### config.mk
export PLATFORM = sky130hd
export DESIGN_NAME = rv32i_accel_issue_queue_flat
export DESIGN_NICKNAME = d
export VERILOG_FILES = /design/src/rtl/accel_iq_pkg.sv /design/src/rtl/rv32i_accel_issue_queue_if.sv /design/src/rtl/accel_iq_fifo.sv /design/src/rtl/rv32i_accel_issue_queue.sv /design/src/flat_wrapper.sv
export SDC_FILE = /design/constraint.sdc
export NUM_CORES = 1
export LEC_CHECK = 0
export BUFFER_PORTS_ARGS = -buffer_cell sky130_fd_sc_hd__buf_2
export CAP_MARGIN = 40
export CELL_PAD_IN_SITES_DETAIL_PLACEMENT = 2
export CELL_PAD_IN_SITES_GLOBAL_PLACEMENT = 2
export CORE_MARGIN = 2
export CORE_UTILIZATION = 42
export DETAILED_ROUTE_END_ITERATION = 12
export PLACE_DENSITY = 0.86
export SYNTH_ARGS = -nofsm -noshare
export SYNTH_HDL_FRONTEND = slang
export SYNTH_HIERARCHICAL = 1
export SYNTH_SLANG_ARGS = --single-unit
### constraint.sdc
create_clock -name clk -period 19.85 [get_ports clk]
set_input_delay 3.97 -clock clk [delete_from_list [all_inputs] [get_ports clk]]
set_output_delay 3.97 -clock clk [all_outputs]
set_load 0.01 [all_outputs]
### src/rtl/accel_iq_pkg.sv
// Shared types for the RV32I accelerator issue queue: the FIFO entry layout
// and the architectural register count.
package accel_iq_pkg;

   localparam int REG_CNT = 32;

   typedef struct packed {
      logic [31:0] instr;
      logic [31:0] rs1;
      logic [31:0] rs2;
      logic [4:0]  rd;
   } iq_entry_t;

   // One-hot mask selecting a single architectural register.
   function automatic logic [REG_CNT-1:0] reg_onehot(input logic [4:0] addr);
      logic [REG_CNT-1:0] mask;
      mask       = {REG_CNT{1'b0}};
      mask[addr] = 1'b1;
      return mask;
   endfunction

endpackage

### src/rtl/rv32i_accel_issue_queue_if.sv
// Accelerator-side bus of the issue queue: instruction issue (valid/ready)
// and the writeback coming back from the accelerator.
interface rv32i_accel_issue_queue_if;

   logic        instr_valid;
   logic        instr_ready;
   logic [31:0] instr;
   logic [31:0] rs1_val;
   logic [31:0] rs2_val;
   logic [4:0]  rd_addr;
   logic        rd_we;
   logic [4:0]  rd_waddr;
   logic [31:0] rd_wdata;

   modport master (
      output instr_valid, instr, rs1_val, rs2_val, rd_addr,
      input  instr_ready, rd_we, rd_waddr, rd_wdata
   );

   modport slave (
      input  instr_valid, instr, rs1_val, rs2_val, rd_addr,
      output instr_ready, rd_we, rd_waddr, rd_wdata
   );

endinterface

### src/rtl/accel_iq_fifo.sv
// Generic DEPTH-entry valid/ready FIFO of iq_entry_t with occupancy output.
// DEPTH must be a power of two so the pointers wrap naturally.
module accel_iq_fifo
   import accel_iq_pkg::*;
#(
   parameter int DEPTH = 4,
   parameter int CNT_W = $clog2(DEPTH + 1)
) (
   input  logic             clk,
   input  logic             rst,
   input  logic             in_valid,
   output logic             in_ready,
   input  iq_entry_t        in_data,
   output logic             out_valid,
   input  logic             out_ready,
   output iq_entry_t        out_data,
   output logic [CNT_W-1:0] count
);

   localparam int               PTR_W    = $clog2(DEPTH);
   localparam logic [CNT_W-1:0] FULL_CNT = CNT_W'(DEPTH);
   localparam logic [CNT_W-1:0] ZERO_CNT = {CNT_W{1'b0}};

   iq_entry_t        mem_r [DEPTH];
   logic [PTR_W-1:0] wr_ptr_r;
   logic [PTR_W-1:0] rd_ptr_r;
   logic [CNT_W-1:0] count_r;
   logic             push_s;
   logic             pop_s;

   assign in_ready  = (count_r != FULL_CNT);
   assign out_valid = (count_r != ZERO_CNT);
   assign push_s    = in_valid && in_ready;
   assign pop_s     = out_valid && out_ready;
   assign count     = count_r;

   // Head is stable while waiting; an empty queue shows entry 0.
   assign out_data  = out_valid ? mem_r[rd_ptr_r] : mem_r[0];

   // Entry storage, written at the tail on every accepted push.
   always_ff @(posedge clk) begin
      if (rst) begin
         for (int i = 0; i < DEPTH; i++) begin
            mem_r[i] <= '{instr: 32'd0, rs1: 32'd0, rs2: 32'd0, rd: 5'd0};
         end
      end else if (push_s) begin
         mem_r[wr_ptr_r] <= in_data;
      end
   end

   // Pointer and occupancy bookkeeping.
   always_ff @(posedge clk) begin
      if (rst) begin
         wr_ptr_r <= {PTR_W{1'b0}};
         rd_ptr_r <= {PTR_W{1'b0}};
         count_r  <= ZERO_CNT;
      end else begin
         if (push_s) begin
            wr_ptr_r <= wr_ptr_r + PTR_W'(1);
         end
         if (pop_s) begin
            rd_ptr_r <= rd_ptr_r + PTR_W'(1);
         end
         case ({push_s, pop_s})
            2'b10:   count_r <= count_r + CNT_W'(1);
            2'b01:   count_r <= count_r - CNT_W'(1);
            default: count_r <= count_r;
         endcase
      end
   end

endmodule

### src/rtl/rv32i_accel_issue_queue.sv
// Issue queue between the RV32I execute stage and the R-type accelerator,
// plus registered writeback. Optional RAW/WAW scoreboard: ACCEL_IQ_SCOREBOARD_EN.
module rv32i_accel_issue_queue
   import accel_iq_pkg::*;
#(
   parameter int DEPTH = 4,
   parameter int CNT_W = $clog2(DEPTH + 1)
) (
   input  logic                        clk,
   input  logic                        rst,
   input  logic                        core_valid,
   output logic                        core_ready,
   input  logic [31:0]                 core_instr,
   input  logic [31:0]                 core_rs1_val,
   input  logic [31:0]                 core_rs2_val,
   input  logic [4:0]                  core_rd_addr,
   input  logic [4:0]                  hz_rs1_addr,
   input  logic [4:0]                  hz_rs2_addr,
   output logic                        hz_stall,
   rv32i_accel_issue_queue_if.master   acc,
   output logic                        wb_we,
   output logic [4:0]                  wb_waddr,
   output logic [31:0]                 wb_wdata,
   output logic [CNT_W-1:0]            iq_count,
   output logic                        sb_err
);

   iq_entry_t in_entry_s;
   iq_entry_t head_s;
   logic      fifo_ready_s;
   logic      waw_s;
   logic      enq_s;

   assign in_entry_s = '{instr: core_instr, rs1: core_rs1_val,
                         rs2: core_rs2_val, rd: core_rd_addr};

   // A full queue refuses even if it is draining this cycle.
   assign core_ready = fifo_ready_s && !waw_s;
   assign enq_s      = core_valid && core_ready;

   accel_iq_fifo #(
      .DEPTH (DEPTH),
      .CNT_W (CNT_W)
   ) u_fifo (
      .clk       (clk),
      .rst       (rst),
      .in_valid  (core_valid && !waw_s),
      .in_ready  (fifo_ready_s),
      .in_data   (in_entry_s),
      .out_valid (acc.instr_valid),
      .out_ready (acc.instr_ready),
      .out_data  (head_s),
      .count     (iq_count)
   );

   assign acc.instr   = head_s.instr;
   assign acc.rs1_val = head_s.rs1;
   assign acc.rs2_val = head_s.rs2;
   assign acc.rd_addr = head_s.rd;

   // Writeback register toward the core register file; x0 writes are dropped.
   always_ff @(posedge clk) begin
      if (rst) begin
         wb_we    <= 1'b0;
         wb_waddr <= 5'd0;
         wb_wdata <= 32'd0;
      end else begin
         wb_we <= acc.rd_we && (acc.rd_waddr != 5'd0);
         if (acc.rd_we) begin
            wb_waddr <= acc.rd_waddr;
            wb_wdata <= acc.rd_wdata;
         end
      end
   end

`ifdef ACCEL_IQ_SCOREBOARD_EN
   logic [REG_CNT-1:0] pending_r;
   logic [REG_CNT-1:0] set_s;
   logic [REG_CNT-1:0] clr_s;

   assign waw_s    = (core_rd_addr != 5'd0) && pending_r[core_rd_addr];
   assign hz_stall = ((hz_rs1_addr != 5'd0) && pending_r[hz_rs1_addr]) ||
                     ((hz_rs2_addr != 5'd0) && pending_r[hz_rs2_addr]);

   // Per-cycle set/clear masks for the pending registers.
   always_comb begin
      set_s = {REG_CNT{1'b0}};
      clr_s = {REG_CNT{1'b0}};
      if (enq_s && (core_rd_addr != 5'd0)) begin
         set_s = reg_onehot(core_rd_addr);
      end else begin
         set_s = {REG_CNT{1'b0}};
      end
      if (wb_we) begin
         clr_s = reg_onehot(wb_waddr);
      end else begin
         clr_s = {REG_CNT{1'b0}};
      end
   end

   // Pending mask (set wins over clear) and sticky unexpected-writeback error.
   always_ff @(posedge clk) begin
      if (rst) begin
         pending_r <= {REG_CNT{1'b0}};
         sb_err    <= 1'b0;
      end else begin
         pending_r <= (pending_r & ~clr_s) | set_s;
         if (wb_we && !pending_r[wb_waddr]) begin
            sb_err <= 1'b1;
         end
      end
   end
`else
   logic unused_hz_s;

   // Without the scoreboard software serialises hazards.
   assign unused_hz_s = ^{hz_rs1_addr, hz_rs2_addr, enq_s};
   assign waw_s       = 1'b0;
   assign hz_stall    = 1'b0;
   assign sb_err      = 1'b0;
`endif

endmodule
### src/flat_wrapper.sv
// flat-port wrapper written by rule: the top's interface ports become plain ports
module rv32i_accel_issue_queue_flat import accel_iq_pkg::*;
#(
   parameter int DEPTH = 4,
   parameter int CNT_W = $clog2(DEPTH + 1)
)
  (clk, rst, core_valid, core_ready, core_instr, core_rs1_val, core_rs2_val, core_rd_addr, hz_rs1_addr, hz_rs2_addr, hz_stall, wb_we, wb_waddr, wb_wdata, iq_count, sb_err, acc_instr_valid, acc_instr, acc_rs1_val, acc_rs2_val, acc_rd_addr, acc_instr_ready, acc_rd_we, acc_rd_waddr, acc_rd_wdata);
  rv32i_accel_issue_queue_if acc_i ();
  input  logic clk;
  input  logic rst;
  input  logic core_valid;
  output logic core_ready;
  input  logic [31:0] core_instr;
  input  logic [31:0] core_rs1_val;
  input  logic [31:0] core_rs2_val;
  input  logic [4:0] core_rd_addr;
  input  logic [4:0] hz_rs1_addr;
  input  logic [4:0] hz_rs2_addr;
  output logic hz_stall;
  output logic wb_we;
  output logic [4:0] wb_waddr;
  output logic [31:0] wb_wdata;
  output logic [CNT_W-1:0] iq_count;
  output logic sb_err;
  output wire logic [$bits(acc_i.instr_valid)-1:0] acc_instr_valid;
  output wire logic [$bits(acc_i.instr)-1:0] acc_instr;
  output wire logic [$bits(acc_i.rs1_val)-1:0] acc_rs1_val;
  output wire logic [$bits(acc_i.rs2_val)-1:0] acc_rs2_val;
  output wire logic [$bits(acc_i.rd_addr)-1:0] acc_rd_addr;
  input wire logic [$bits(acc_i.instr_ready)-1:0] acc_instr_ready;
  input wire logic [$bits(acc_i.rd_we)-1:0] acc_rd_we;
  input wire logic [$bits(acc_i.rd_waddr)-1:0] acc_rd_waddr;
  input wire logic [$bits(acc_i.rd_wdata)-1:0] acc_rd_wdata;
  assign acc_instr_valid = acc_i.instr_valid;
  assign acc_instr = acc_i.instr;
  assign acc_rs1_val = acc_i.rs1_val;
  assign acc_rs2_val = acc_i.rs2_val;
  assign acc_rd_addr = acc_i.rd_addr;
  assign acc_i.instr_ready = acc_instr_ready;
  assign acc_i.rd_we = acc_rd_we;
  assign acc_i.rd_waddr = acc_rd_waddr;
  assign acc_i.rd_wdata = acc_rd_wdata;
  rv32i_accel_issue_queue #(.DEPTH(DEPTH), .CNT_W(CNT_W)) u_core (.clk(clk), .rst(rst), .core_valid(core_valid), .core_ready(core_ready), .core_instr(core_instr), .core_rs1_val(core_rs1_val), .core_rs2_val(core_rs2_val), .core_rd_addr(core_rd_addr), .hz_rs1_addr(hz_rs1_addr), .hz_rs2_addr(hz_rs2_addr), .hz_stall(hz_stall), .acc(acc_i), .wb_we(wb_we), .wb_waddr(wb_waddr), .wb_wdata(wb_wdata), .iq_count(iq_count), .sb_err(sb_err));
endmodule
# == Yosys cells after proc, flatten, opt, wreduce, memory -nomap -nowiden ==
# Memory sizes are Yosys's and may differ from the RTL's. A register that Yosys moved wholly into a read port is not among the register bits.
# Cells that the tools add are included.
# word_totals
regBits,45
mem_bits_rw,404
in_bits,153
out_inout_bits,146
wordCells,33
mem_count,1
# classes
n_addsub,4
eq_ne,3
mux,12
reduce_logical,7
# mem_list
name,words,word_bits,read_ports,rd_clocked_by_memory_dff,wr,line_no,rtl
u_core.u_fifo.mem_r,4,101,2,1,4,accel_iq_fifo.sv:24,iq_entry_t mem_r [DEPTH];
# ops
operator,count
$mux 101,2
$reduce_or 101->1,1
$mux 1,6
$mux 2,3
$pmux 3 s2,1
$reduce_bool 5->1,1
$add 2x1->2 const B,2
$add 3x1->3 const B,1
$logic_and 1x1->1,3
$ne 3x3->1 const B,1
$reduce_bool 3->1,1
$sub 3x1->3 const B,1
$eq 2x1->1 const B,1
$eq 2x2->1 const B,1
$reduce_bool 2->1,1

# == Depth between registers and ports, before layout ==
# Gate-level depths: netlist of run 1.
# depth
word_depth,7
ltp_mapped,10

# == Hierarchy ==
# The synthesis of run 1 kept the hierarchy.
# modules_own_cells
module,n_inst,cells_per_inst,area_each_um2
accel_iq_fifo,1,1492,19359.8
rv32i_accel_issue_queue,1,127,1375.1

# == Worst setup path before layout of run 1 ==
# Ideal clock, no wire load.
# synth_path
path_kind,input port to flip-flop
start,in core_valid
end,"mem u_core/u_fifo/mem_r[1][0] (netlist bit), enable pin"
setup_time_ps,582
arrival_time_ps,8736
t_required_ps,19268
setup_slack_ps,10532
path_stages,2
n_path_buf,0
path_cell_list,nand3_1 > o21bai_1
# synth_rtl
element,line_no,rtl
from (decl),flat_wrapper.sv:11,input logic core_valid;
to (decl),accel_iq_fifo.sv:24,

==> metrics.csv, run 1 <==
metric,value,unit
final_nets,2011,
cts_max_level,2,
vdd_drop_max,87.0,uV
coreArea,48800,um^2
clock_path_buffers,3,
status,completed,
fmax,132,MHz
die_x,226,um
dieArea,51200,um^2
seq_area,13100,um^2
period_minus_slack,7.56,ns
crit_path_end_kind,output port,
dp.cells,2468,
drv_slew,0,
setup_violations,0,
grt_first_pass_wirelength,100,mm
setup_tns,0,ns
drt_iter0_drc,837,
top_level_ports,299,
clock_skew,0.0257,ns
drive_gt1_share,27.0,%
grt_max_degree,83,
track_usage,26.2,%
area_growth,18.7,%
cts_root_buf,clkbuf_16,
synth_seq_cells,451,
cts_buffers,50,
grt-ovfl-total,0,
hp-class,reg -> reg,
synth_cell_type_count,41,
hold_viol_final,0,
leakage,9.63,nW
final_cell_mix,"404 x and2_1, 404 x edfxtp_1, 286 x buf_2, 101 x mux2_2, 101 x nor2b_1",
yosysSeqAreaShare,63.0,%
rsz0062_at_grt,false,
ant_nets,0,
max_cap_viol_count,0,
cts_hold_buf,0,
slew_headroom,40.2,%
worst_slack,12.29,ns
synth_area_per_cell,12.8,um^2
critical_path_class,reg -> out,
cts_tree,built,
period_share,38.1,%
clock_latency,0.59,ns
viasPerCell,5.55,
globalplace.congestion,0.718,
stdcell_area,24600,um^2
post_cts_resized,0,
cts.clk_slew.worst_paths,0.06,ns
post_cts_buffers,0,
placed_cell_area,22900,um^2
start_util,42.4,%
startpoint_type,register,
num_vias,14257,
synthesis.area,20700,um^2
antenna_found_initial,12,
io_buffers,286,
cts.sinks,451,
layoutNonFillerInstCount,2569,
rows,81,
power_density,124,nW/um^2
fillCellCount,4734,
multi_input_area,7090,um^2
dr.pass1.iters,5,
arrival,3.59,ns
grt_pass1_vias,16245,
post-dp-hpwl,38.3,mm
cp.required,15.88,ns
drc,0,
post-place-ws,12.84,ns
crit_fanout,82,
worstMarginPinSlew,0.897,ns
wl_per_cell,26.3,um
wl,67.5,mm
yosys_warnings,6,
syn-instance-count,1619,
die_h,226,um
## power by group
group / internal (mW) / switching [mW]
combinational: 0.283 / 0.586
clock: 0.589 / 0.389
sequential: 1.14 / 0.0616
total: 2.01 / 1.04
## cells in the mapped netlist, drive strengths merged
master,count,area share (%)
fa,1,0.097
nor4b,1,0.072
buf,76,2.0
a22oi,100,3.6
and3b,1,0.042
nor2b,101,3.0
nand2b,3,0.091
a31oi,100,3.0
o21ai,104,2.5
nor3,3,0.097
nor4,1,0.060
mux2,101,5.5
clkbuf,58,1.1
nor2,46,0.83
edfxtp,404,59
a41o,1,0.048
or2,1,0.030
and2,404,12
nand3,1,0.024
nor3b,1,0.091
inv,7,0.13
o31ai,1,0.036
o21bai,2,0.072
a21o,1,0.036
nand2,1,0.018
mux2i,37,1.8
ha,1,0.060
a21oi,5,0.12
xor2,4,0.17
conb,1,0.018
dfxtp,47,4.5
o311ai,1,0.042
or3,2,0.060
o31a,1,0.042
## critical path, stage by stage (launching register included)
cell     delay [ns]
dfxtp_4        0.48
buf_16         0.33
buf_4          0.21
buf_16         0.32
buf_4          0.64
mux2_2         0.41
a22oi_1        0.19
o21ai_0        0.17
buf_2          0.19
## final cells by class
type	count	area share (%)
multi-input combinational	1028	28.8
inverter	7	0.127
antenna	8	0.0813
tap	664	3.37
sequential	451	53.1
clock inverter	22	1.08
clock buffer	71	5.92
timing repair buffer	318	7.49
## through the flow
stage          hold slack, ns  power (mW)  utilization (%)
2_1_floorplan           0.485        1.68                -
3_3_place_gp            0.467        2.02             46.3
3_5_place_dp            0.483        2.08             46.8
4_1_cts                 0.498        3.07             50.4
5_1_grt                 0.536        3.17             50.4
6_report                0.494        3.05             50.4
## cells by family (layout without fill, tap and decap cells)
family	Yosys count	count (layout)	share of synthesized area (%)
AOI/OAI and AO/OA	316	316	9.55
xor gates and xnor gates	4	4	0.169
adders and majority gates	2	2	0.157
buffers and inverters	141	418	3.14
DFF	451	451	63.0
muxes	138	138	7.27
other	1	10	0.0181
and+or+nand+nor	566	566	16.7
## state kept, by name (all words and copies together) (netlist names), named ones only
| signal | flops |
|---|---|
| u_core/u_fifo/count | 3 |
| u_core/u_fifo/rd_ptr_r | 2 |
| u_core/u_fifo/mem_r | 404 |
| u_core/wb_wdata | 32 |
| u_core/wb_we | 1 |
| u_core/wb_waddr | 5 |
| u_core/u_fifo/wr_ptr_r | 2 |
## path summary, 6_finish.rpt
check	start	to	slack (ns)	cells after the start
hold / removal	u_core/wb_wdata[29]	u_core/wb_wdata[29]	0.49	2
hold reg to reg	u_core/wb_wdata[29]	u_core/wb_wdata[29]	0.49	2
setup / recovery	register	acc_rs2_val[21]	12.29	8
setup reg to reg	u_core/u_fifo/count[0]	u_core/u_fifo/mem_r[3][82]	16.96	5
## layer usage
layer	routed length, um	vias to the layer above	global-route usage, %
met2	35200	396	47.4
met4	1560	10	7.85
met5	54	-	0
met3	3570	107	5.41
met1	27100	7378	31.2
li1	-	6366	-
(Power assumes the default switching activity.)
==> inputs of run 2 (changes only) <==
Settings changed: CORE_UTILIZATION 42 to 39, PLACE_DENSITY 0.86 to 0.81.
Clock period 19.85 ns to 7.7 ns, I/O delays scaled along.
==> metrics.csv, run 2 (synthesis gave the netlist of run 1 again) <==
metric,value,unit
largest_reg_flops,404,
crit_chain,nor3_4 -> buf_4 -> buf_4 -> buf_12 -> a22oi_1 -> o21ai_0 -> buf_2,
worst_slack,2.74,ns
cts.sinks,451,
cts_tree,built,
rsz0062_at_grt,false,
cts.clk_slew.worst_paths,0.06,ns
reg.largest.list,"u_core/u_fifo/mem_r (404), u_core/wb_wdata (32), u_core/wb_waddr (5)",
leakage,9.46,nW
crit_fanout,39,
r2r_slack,4.64,ns
crit_path_end_kind,output port,
setup_tns,0,ns
ant_nets,0,
dieArea,55000,um^2
holdWs,0.491,ns
power_density,310,nW/um^2
ff2ff_path_depth,5,
post_cts_resized,0,
critical_path_class,reg -> out,
io_buffers,286,
die_h,235,um
final_cell_mix,"404 x and2_1, 404 x edfxtp_1, 286 x buf_2, 101 x mux2_2, 101 x nor2b_1",
wl_per_cell,24.9,um
vdd_drop_max,180,uV
cts_root_buf,clkbuf_16,
final_core_util,46.3,%
area_growth,17.4,%
cts_max_level,2,
hp-start,u_core/wb_wdata[17],
drc,0,
post_cts_buffers,0,
fmax,202,MHz
viasPerCell,5.40,
drv_slew,0,
drt_iter0_drc,806,
dp.cells,2487,
grt-ovfl-total,0,
period_share,64.4,%
dr.pass1.iters,5,
top_level_ports,299,
post-place-ws,3.08,ns
hold_viol_final,0,
setup.worst_path.start,u_core/u_fifo/count[0],
worstMarginPinSlew,0.907,ns
post-dp-hpwl,36.5,mm
startpoint_type,register,
clock_latency,0.58,ns
die_x,235,um
fillCellCount,5241,
crit_path_frequent_cell,buf_4,
slowest_stage,buf_4,
start_util,39.5,%
r2r_start,u_core/u_fifo/count[0],
met3_usage,4.75,%
wl,64.2,mm
coreArea,52600,um^2
antenna_found_initial,14,
max_cap_viol_count,0,
layoutNonFillerInstCount,2582,
crit_family,buffers and inverters,
use_met2,42.2,%
cts_hold_buf,0,
clock_skew,0.0132,ns
final_nets,2007,
slew_headroom,39.6,%
period_minus_slack,4.96,ns
cp.depth,7,
largest_register,u_core/u_fifo/mem_r,
rows,84,
grt_util_met1,28.1,%
globalplace.congestion,0.744,
clock_path_buffers,3,
hold_path_depth,2,
track_usage,23.2,%
hp-class,reg -> reg,
grt_pass1_vias,15907,
status,completed,
cp.required,6.16,ns
cts_buffers,51,
busiest_layer,met2,
setup_violations,0,
drive_gt1_share,25.8,%
max_stage_delay,0.56,ns
arrival,3.42,ns
grt_first_pass_wirelength,95.9,mm
path_buf_inv,4,
num_vias,13948,
grt_max_degree,166,
[run 2: cell types whose count changed in the layout (fill, tap and decap cells not counted), sizes merged]
| cell | change |
|---|---|
| diode | -1 |
| bufinv | -5 |
| clkinv | -2 |
| buf | -5 |
| clkbuf | +2 |
[run 2: power breakdown]
part           switching, mW  leakage (nW)  total (mW)  internal (mW)
Combinational           1.48          4.14        2.21          0.735
Sequential             0.166          4.59        3.09           2.93
Clock                  0.950         0.729        2.24           1.29
Total                   2.60          9.46        7.55           4.96
[run 2: layout make-up]
class / count / area, um^2 / area share [%]
diodes: 7 / 17.5 / 0.0719
clock buffers: 73 / 1410 / 5.80
clock inverters: 15 / 88.8 / 0.365
inverters: 7 / 31.3 / 0.128
multi-input cells: 1028 / 7090 / 29.1
flip-flops and latches: 451 / 13100 / 53.7
well taps: 688 / 861 / 3.53
repair buffers: 313 / 1770 / 7.28
[run 2: final timing paths]
check                                to
min reg2reg         u_core/wb_wdata[17]
max                       acc_instr[22]
min                 u_core/wb_wdata[17]
max reg2reg  u_core/u_fifo/mem_r[1][33]
[run 2: worst reg2reg max path, cell delays in order (launching register included)]
cell and delay (ns):
dfxtp_1 0.59, nor3b_4 0.17, nor4b_4 0.59, buf_4 0.63, buf_4 0.62, and2_1 0.30
[run 2: through the flow]
stage          area (um^2)  total power [mW]
5_1_grt              24300              7.91
2_1_floorplan        20700              4.34
3_3_place_gp         22700              5.23
4_1_cts              24300              7.65
3_5_place_dp         22800              5.38
6_report             24400              7.55
[run 2: layer usage]
metal  vias up  wire length [um]
li1       6334                 -
met1      7221             26400
met2       305             33600
met3        74              3000
met4        14              1120
met5         -                85
==> inputs of run 3 (changes only) <==
Settings changed: ABC_AREA from default to 1, CORE_UTILIZATION 39 to 33, PLACE_DENSITY 0.81 to 0.78.
Clock period 7.7 ns to 4.34 ns, I/O delays scaled along.
==> metrics.csv, run 3 <==
metric,value,unit
crit_fanout,47,
drv_slew,0,
worst_slack,0.764,ns
synth_area_leaders,"edfxtp_1 60%, nand2_1 8.9%, nor2_1 6.6%, dfxtp_1 4.6%, inv_1 3.8%",
slew_headroom,27.9,%
rsz0062_at_grt,false,
grt_first_pass_wirelength,103,mm
cp.required,3.47,ns
largest_reg_flops,404,
hold_viol_final,0,
crit_chain,inv_4 -> buf_4 -> nor2_1 -> o21ai_0 -> nand2_1 -> nand2_1 -> buf_2,
max_stage_delay,0.57,ns
synth_cell_type_count,27,
placed_cell_area,22600,um^2
start_util,33.2,%
grt-ovfl-total,0,
hold_path_depth,2,
synth_area_per_cell,9.79,um^2
cts_max_level,2,
stdcell_area,24100,um^2
r2r_start,u_core/u_fifo/count[0],
crit_path_end_kind,output port,
num_vias,15606,
final_core_util,39.3,%
wl_per_cell,21.3,um
dr.pass1.iters,5,
final_cell_mix,"481 x nand2_1, 404 x edfxtp_1, 357 x nor2_1, 286 x buf_2, 207 x inv_1",
leakage,9.83,nW
power_density,537,nW/um^2
clock_latency,0.59,ns
cts_root_buf,clkbuf_16,
syn-instance-count,2081,
cts_hold_buf,0,
largest_register,u_core/u_fifo/mem_r,
drive_gt1_share,21.1,%
die_h,253,um
r2r_end,u_core/u_fifo/count[2],
yosys_warnings,6,
grt_max_degree,104,
yosysSeqAreaShare,64.1,%
area_growth,18.3,%
max_cap_viol_count,0,
layoutNonFillerInstCount,3154,
arrival,2.71,ns
antenna_found_initial,4,
slowest_stage,buf_4,
holdPathEnd,u_core/wb_wdata[20],
setup_violations,0,
post-dp-hpwl,40.6,mm
period_share,82.4,%
final_nets,2478,
yosysTopAreaCell,edfxtp_1,
synth_top_area_share,59.5,%
startpoint_type,register,
synth_most_common_cell,nand2_1,
r2r_slack,1.35,ns
globalplace.congestion,0.740,
coreArea,61400,um^2
synthesis.area,20400,um^2
drt_iter0_drc,661,
dp.cells,3060,
vdd_drop_max,315,uV
ff2ff_path_depth,14,
clock_skew,0.0106,ns
dieArea,63800,um^2
power.total,12.9,mW
synth-async-reset-ratio,0,%
clock_path_buffers,3,
hp-start,u_core/wb_wdata[20],
io_buffers,286,
synth_edf_count,404,
post-place-ws,1.27,ns
fmax,280,MHz
cts.clk_slew.worst_paths,0.06,ns
post_cts_resized,0,
top_level_ports,299,
track_usage,21.1,%
viasPerCell,4.95,
cts.sinks,451,
ys.flop_type,edfxtp_1,
final_common_cell,nand2_1,
post_cts_buffers,0,
status,completed,
rows,91,
grt_pass1_vias,17919,
cts_buffers,51,
drc,0,
period_minus_slack,3.58,ns
hp-class,reg -> reg,
wl,67.3,mm
die_x,253,um
critical_path_class,reg -> out,
synth_seq_cells,451,
worstMarginPinSlew,1.08,ns
crit_path_frequent_cell,nand2_1,
ys_top_cells_by_count,"482 x nand2_1, 404 x edfxtp_1, 358 x nor2_1",
reg.largest.list,"u_core/u_fifo/mem_r (404), u_core/wb_wdata (32), u_core/wb_waddr (5)",
cts_tree,built,
ant_nets,0,
==> run 3: cell types whose count changed in the layout (fill, tap and decap cells not counted), sizes merged, moves of 98 or more <==
cell,previous run,this run
a22oi,100,0
a31oi,100,0
mux2,101,0
nor2b,101,0
inv,8,218
and2,404,0
nor2,46,416
o21ai,104,210
nor3,3,101
nand2,1,493
==> run 3: routing by layer <==
metal	global-route usage (%)	vias up	wire, um
li1	-	7213	-
met1	24.0	7955	26700
met2	39.8	341	35500
met3	4.48	91	3530
met4	5.61	6	1440
met5	0	-	37
==> run 3: how the worst max path moves through the flow <==
stage	from	to
6_report	register	acc_rd_addr[1]
5_1_grt	register	acc_rs2_val[1]
4_1_cts	register	acc_rd_addr[1]
3_5_place_dp	rst	u_core/u_fifo/mem_r[0][96]
3_3_place_gp	u_core/u_fifo/wr_ptr_r[0]	u_core/u_fifo/mem_r[1][57]
2_1_floorplan	core_valid	u_core/u_fifo/mem_r[1][0]
==> run 3: critical path, delay by kind of cell (launching register included) <==
family | cells | cell delay [ns]
AOI/OAI and AO/OA | 1 | 0.28
buffers and inverters | 3 | 1.20
and+or+nand+nor | 3 | 0.27
DFF | 1 | 0.35
==> run 3: area by class of cell <==
| class | count | area [um^2] |
|---|---|---|
| tap | 790 | 988 |
| antenna | 1 | 2.50 |
| timing repair buffer | 324 | 1850 |
| multi-input combinational | 1275 | 5820 |
| clock buffer | 73 | 1430 |
| inverter | 220 | 831 |
| sequential | 451 | 13100 |
| fill | 6616 | 37300 |
| clock inverter | 20 | 96.3 |
==> run 3: where the power goes <==
part	internal, mW	switching (mW)	leakage, nW
Sequential	5.34	0.222	4.59
Clock	2.28	1.74	0.751
Combinational	0.831	2.54	4.50
==> run 3: cell families (layout without fill, tap and decap cells) <==
logic type | after synthesis | in the layout | synth area share (%)
AOI/OAI and AO/OA | 252 | 252 | 6.45
adders and majority gates | 2 | 2 | 0.160
buffers and inverters | 356 | 637 | 7.66
DFF | 451 | 451 | 64.1
other | 1 | 3 | 0.0184
and+or+nand+nor | 1019 | 1019 | 21.6
==> run 3: metrics by stage <==
| step | TNS, ns | hold WS, ns |
|---|---|---|
| floorplan | -345.22 | 0.460 |
| global placement | 0 | 0.446 |
| detailed placement | 0 | 0.451 |
| CTS | 0 | 0.460 |
| global route | 0 | 0.490 |
| finish | 0 | 0.464 |
